## src/rtl/conv_mac_pipe.sv

```systemverilog
// Pipelined K_SIZE x K_SIZE signed multiply-accumulate: product stage, registered adder tree.
// Optional build macro CONV_MAC_RELU_EN clamps negative results to zero at the output.
module conv_mac_pipe #(
  parameter int I_BIT_WIDTH = 8,
  parameter int O_BIT_WIDTH = 32,
  parameter int K_SIZE      = 3
) (
  input  logic                                   clk,
  input  logic                                   rst_n,
  input  logic                                   in_valid,
  output logic                                   in_ready,
  input  logic [I_BIT_WIDTH*K_SIZE*K_SIZE-1:0]   in,
  input  logic [I_BIT_WIDTH*K_SIZE*K_SIZE-1:0]   weights,
  output logic                                   out_valid,
  input  logic                                   out_ready,
  output logic [O_BIT_WIDTH-1:0]                 conv_value
);

  localparam int N     = K_SIZE * K_SIZE;
  localparam int D     = $clog2(N);
  localparam int P_W   = 2 * I_BIT_WIDTH;
  localparam int ACC_W = P_W + D;

  // Number of live nodes at tree level l (level 0 holds the raw products).
  function automatic int level_cnt(input int l);
    return (N + (1 << l) - 1) >> l;
  endfunction

  logic signed [P_W-1:0]   prod [0:N-1];
  // Second dimension is padded to 2*N so the pair index 2*i+1 never leaves the array.
  logic signed [ACC_W-1:0] data [0:D][0:2*N-1];
  logic                    vld  [0:D];

  assign out_valid = vld[D];
  assign in_ready  = !out_valid || out_ready;

  always_comb begin
    for (int n = 0; n < N; n++) begin
      prod[n] = P_W'($signed(in[n*I_BIT_WIDTH +: I_BIT_WIDTH])) *
                P_W'($signed(weights[n*I_BIT_WIDTH +: I_BIT_WIDTH]));
    end
  end

  // NOTE: state uses non-blocking assignments so every stage samples the
  // previous stage's pre-edge value, which is what makes this a pipeline.
  always_ff @(posedge clk or negedge rst_n) begin
    if (!rst_n) begin
      // NOTE: the data array is cleared on reset so conv_value reads 0
      // immediately; this is an explicit requirement, not a default habit.
      for (int l = 0; l <= D; l++) begin
        vld[l] <= 1'b0;
        for (int i = 0; i < 2*N; i++) data[l][i] <= '0;
      end
    end else if (in_ready) begin
      vld[0] <= in_valid;
      for (int n = 0; n < N; n++) data[0][n] <= ACC_W'(prod[n]);
      for (int l = 1; l <= D; l++) begin
        vld[l] <= vld[l-1];
        for (int i = 0; i < N; i++) begin
          if (i < level_cnt(l)) begin
            if (2*i + 1 < level_cnt(l-1))
              data[l][i] <= data[l-1][2*i] + data[l-1][2*i+1];
            else
              data[l][i] <= data[l-1][2*i];
          end
        end
      end
    end
  end

  logic signed [ACC_W-1:0]       acc;
  logic signed [O_BIT_WIDTH-1:0] sat;

  assign acc = data[D][0];

  generate
    if (O_BIT_WIDTH >= ACC_W) begin : g_extend
      assign sat = O_BIT_WIDTH'(acc);
    end else begin : g_saturate
      localparam logic signed [ACC_W-1:0] MAX_V = ACC_W'({1'b0, {(O_BIT_WIDTH-1){1'b1}}});
      localparam logic signed [ACC_W-1:0] MIN_V = ~MAX_V;
      always_comb begin
        if (acc > MAX_V)      sat = MAX_V[O_BIT_WIDTH-1:0];
        else if (acc < MIN_V) sat = MIN_V[O_BIT_WIDTH-1:0];
        else                  sat = acc[O_BIT_WIDTH-1:0];
      end
    end
  endgenerate

`ifdef CONV_MAC_RELU_EN
  assign conv_value = sat[O_BIT_WIDTH-1] ? '0 : sat;
`else
  assign conv_value = sat;
`endif

endmodule

```

## config.mk

```make
export PLATFORM = sky130hd
export DESIGN_NAME = conv_mac_pipe
export DESIGN_NICKNAME = d
export VERILOG_FILES = /design/src/rtl/conv_mac_pipe.sv
export SDC_FILE = /design/constraint.sdc
export NUM_CORES = 2
export LEC_CHECK = 0
export ABC_AREA = 1
export CAP_MARGIN = 20
export CORE_AREA = 2 2 303 305
export DETAILED_ROUTE_END_ITERATION = 10
export DIE_AREA = 0 0 305 307
export GPL_ROUTABILITY_DRIVEN = 1
export PLACE_DENSITY = 0.63
export SETUP_SLACK_MARGIN = 0.2
export SYNTH_ARGS = -nofsm -noshare
export SYNTH_HDL_FRONTEND = slang
export SYNTH_SLANG_ARGS = --single-unit
```

## constraint.sdc

```tcl
create_clock -name clk -period 5.1 [get_ports clk]
set_clock_uncertainty 0.1 [all_clocks]
set_input_delay 1.02 -clock clk [delete_from_list [all_inputs] [get_ports clk]]
set_output_delay 1.02 -clock clk [all_outputs]
set_load 0.1 [all_outputs]
```

==> results.py <==
metrics = {
    "critical_path": {
        "cp_max_fo": 4,
        "critPathKind": "in2reg",
        "slowest_stage": "fa_1",
        "required_ns": 5.41,
        "path_cells": "clkdlybuf4s50_1, inv_1, or2_2, fa_1, fa_1, inv_1, fa_1, inv_1, fa_1, inv_1, ha_1, a21oi_1, nand2_1, a21oi_1, xor2_1, o21ai_0",
        "cp-start-kind": "input port",
        "critical_path.max_stage_delay_ns": 0.49,
        "critPathArrivalTime_ns": 5.02,
        "endpoint_kind": "register",
    },
    "logic_synthesis": {
        "ys_seq_area_share_pct": 19.19,
        "yosysTopAreaCell": "fa_1",
        "synth_area_sq_um": 44990,
        "ys_seq_elements": 345,
        "synth.distinct_cells": 37,
        "synth_top_cell_area_share_pct": 22.38,
        "synth_cells": 6269,
        "yosysWarnings": 0,
        "synth_area_leaders": "fa_1, dfrtp_1, nand2_1",
        "syn_area_per_cell_sq_um": 7.176,
        "syn-num-nets": 7317,
    },
    "sta": {
        "rsz0062_at_grt": "false",
        "period_share_pct": 92.26,
        "tightest_slew_ns": 0.9959,
        "min_period_ns": 4.705,
        "fin_ws_ns": 0.3947,
        "slew_violations": 0,
        "holdWs_ns": 0.3542,
        "setup_viol": 0,
        "hold_viol_final": 0,
        "max_slew_margin_pct": 33.40,
        "max_freq_mhz": 212.5,
    },
    "clock_tree": {
        "ctsHoldBuffers": 0,
        "cts_buffers": 41,
        "cts_setup_buffers": 0,
        "cts_sinks": 345,
        "cts_root_buf": "clkbuf_16",
        "cts_buffer_depth": 3,
        "clock_latency_ns": 0.58,
        "cts-htree-levels": 2,
        "cts_tree": "done",
        "path_clk_slew_ns": 0.06,
    },
    "power": {
        "peakVddDrop_mv": 0.2901,
        "powerDensity_nw_per_um2": 648.2,
        "p_leak_nw": 30.50,
        "power_mw": 33.55,
    },
    "cells_and_area": {
        "area_delta_synth_final_pct": 15.06,
        "nNetsFinal": 7691,
        "multiInputGateArea_sq_um": 29660,
        "final_cells": 7861,
        "fillers": 8827,
        "drive_above_1_share_pct": 7.941,
        "final_cell_area_sq_um": 51760,
        "regArea_sq_um": 8633,
    },
    "global_route": {
        "grt_max_degree": 126,
        "grt_pass1_vias": 38710,
        "grt_pass1_wl_um": 184800,
        "grt.total_usage_pct": 23.73,
        "grt-ovfl-total": 0,
        "antenna_found_initial": 0,
    },
    "placed_design": {
        "hpwlAfterDp_um": 89830,
        "gp_congestion": 0.9492,
        "dp_slack_ns": -0.3673,
        "place_area_sq_um": 50100,
        "dp_cells": 7786,
        "port_buffers": 181,
    },
    "die": {
        "io_pins": 182,
        "die_h_um": 307,
        "core_area_sq_um": 90690,
        "rows": 111,
        "die_w_um": 305,
        "initial_utilization_pct": 49.61,
        "dieArea_sq_um": 93640,
    },
    "detailed_routing": {
        "drtIter0Drc": 1790,
        "vias_per_cell": 4.838,
        "drt_wl_total_um": 106900,
        "detail-route-antenna-nets": 0,
        "routedWlPerCell_um": 13.60,
        "drc": 0,
        "num_vias": 38030,
        "drt-pass1-iter-count": 7,
    },
    "flow_run": {
        "cap_violations": 0,
    },
    "worst_hold_path": {
        "hold_class": "reg2reg",
    },
    "outcome": {
        "outcome": "completed",
    },
}
==> cell type report <==
type                       instances  share of cell area [%]
multi-input combinational       4197                   57.31
sequential                       345                   16.68
inverter                        1485                   10.78
timing repair buffer             573                   9.553
tap                             1186                   2.867
clock buffer                      56                   2.347
clock inverter                    18                  0.4593
antenna                            1                0.004834
==> flip-flops by register name, summed over array words and instances, names as in the netlist <==
signal	flops
vld	4
acc	20
out_valid	1
data	320
==> worst max-delay path: cells and delay by family <==
family | cells | cell delay, ns
adders and majority gates | 5 | 2.20
buffers and inverters | 5 | 0.67
AOI/OAI and AO/OA | 3 | 0.46
and+or+nand+nor | 2 | 0.41
xor gates and xnor gates | 1 | 0.25
==> what timing repair did <==
action / 4_1_cts / 5_1_grt
gates resized for setup: 0 / 71
endpoints found under the hold margin: 0 / 0
endpoints found under the setup margin: 0 / 41
==> metal layers <==
metal / global-route usage, % / wire length, um / part of all wire (%)
met3: 1.613 / 2733 / 2.6
met2: 42.65 / 53130 / 50
met5: 0 / 0 / 0
met1: 30.63 / 47790 / 45
met4: 7.138 / 3260 / 3.0
==> cells in the final DEF (no fill, tap or decap), types with 89 or more instances in the layout <==
cell type,instances
xnor2_1,89
inv_1,1482
nand3_1,295
o21ai_0,217
dfrtp_1,345
fa_1,499
clkdlybuf4s50_1,134
ha_1,392
nor2_1,303
buf_4,387
a21oi_1,176
nand2_1,1926
==> path summary, 6_finish.rpt <==
path                        startpoint         end  slack, ns  cells after the start
setup / recovery           weights[31]  data[1730]       0.39                     16
hold / removal                  vld[1]   out_valid       0.35                      2
setup reg to reg             out_valid      acc[3]       2.69                      5
hold reg to reg                 vld[1]   out_valid       0.35                      2
max in group asynchronous        rst_n  data[1391]       3.33                      2
min in group asynchronous        rst_n  data[1620]       0.44                      1
==> cells in the mapped netlist, drive strengths merged <==
| cell type | instances |
|---|---|
| nand2 | 1934 |
| inv | 1485 |
| fa | 503 |
| ha | 397 |
| dfrtp | 345 |
| nor2 | 308 |
| nand3 | 300 |
| o21ai | 264 |
| a21oi | 183 |
| clkbuf | 152 |
| xnor2 | 91 |
| buf | 90 |
| nand4 | 45 |
| nand3b | 40 |
| xor2 | 25 |
| or2 | 21 |
| a31oi | 20 |
| nor3 | 18 |
| a21o | 16 |
| o21bai | 16 |
| and2 | 11 |
| o21a | 4 |
| o211ai | 1 |
==> power breakdown <==
| part | switching, mW | internal (mW) |
|---|---|---|
| Combinational | 14.8 | 10.1 |
| Clock | 1.22 | 1.93 |
| Sequential | 1.20 | 4.29 |
==> through the flow <==
step	setup TNS [ns]	util [%]
floorplan	0	-
global placement	-9.564	55.24
detailed placement	-11.89	55.24
CTS	0	56.84
global route	0	57.07
finish	0	57.08
==> logic make-up after synthesis <==
kind of cell	Yosys count	synth area share, %
AOI/OAI and AO/OA	504	5.952
xor gates and xnor gates	116	2.258
adders and majority gates	900	33.42
buffers and inverters	1727	15.09
DFF	345	19.19
and+or+nand+nor	2677	24.08
(Power assumes the default switching activity.)
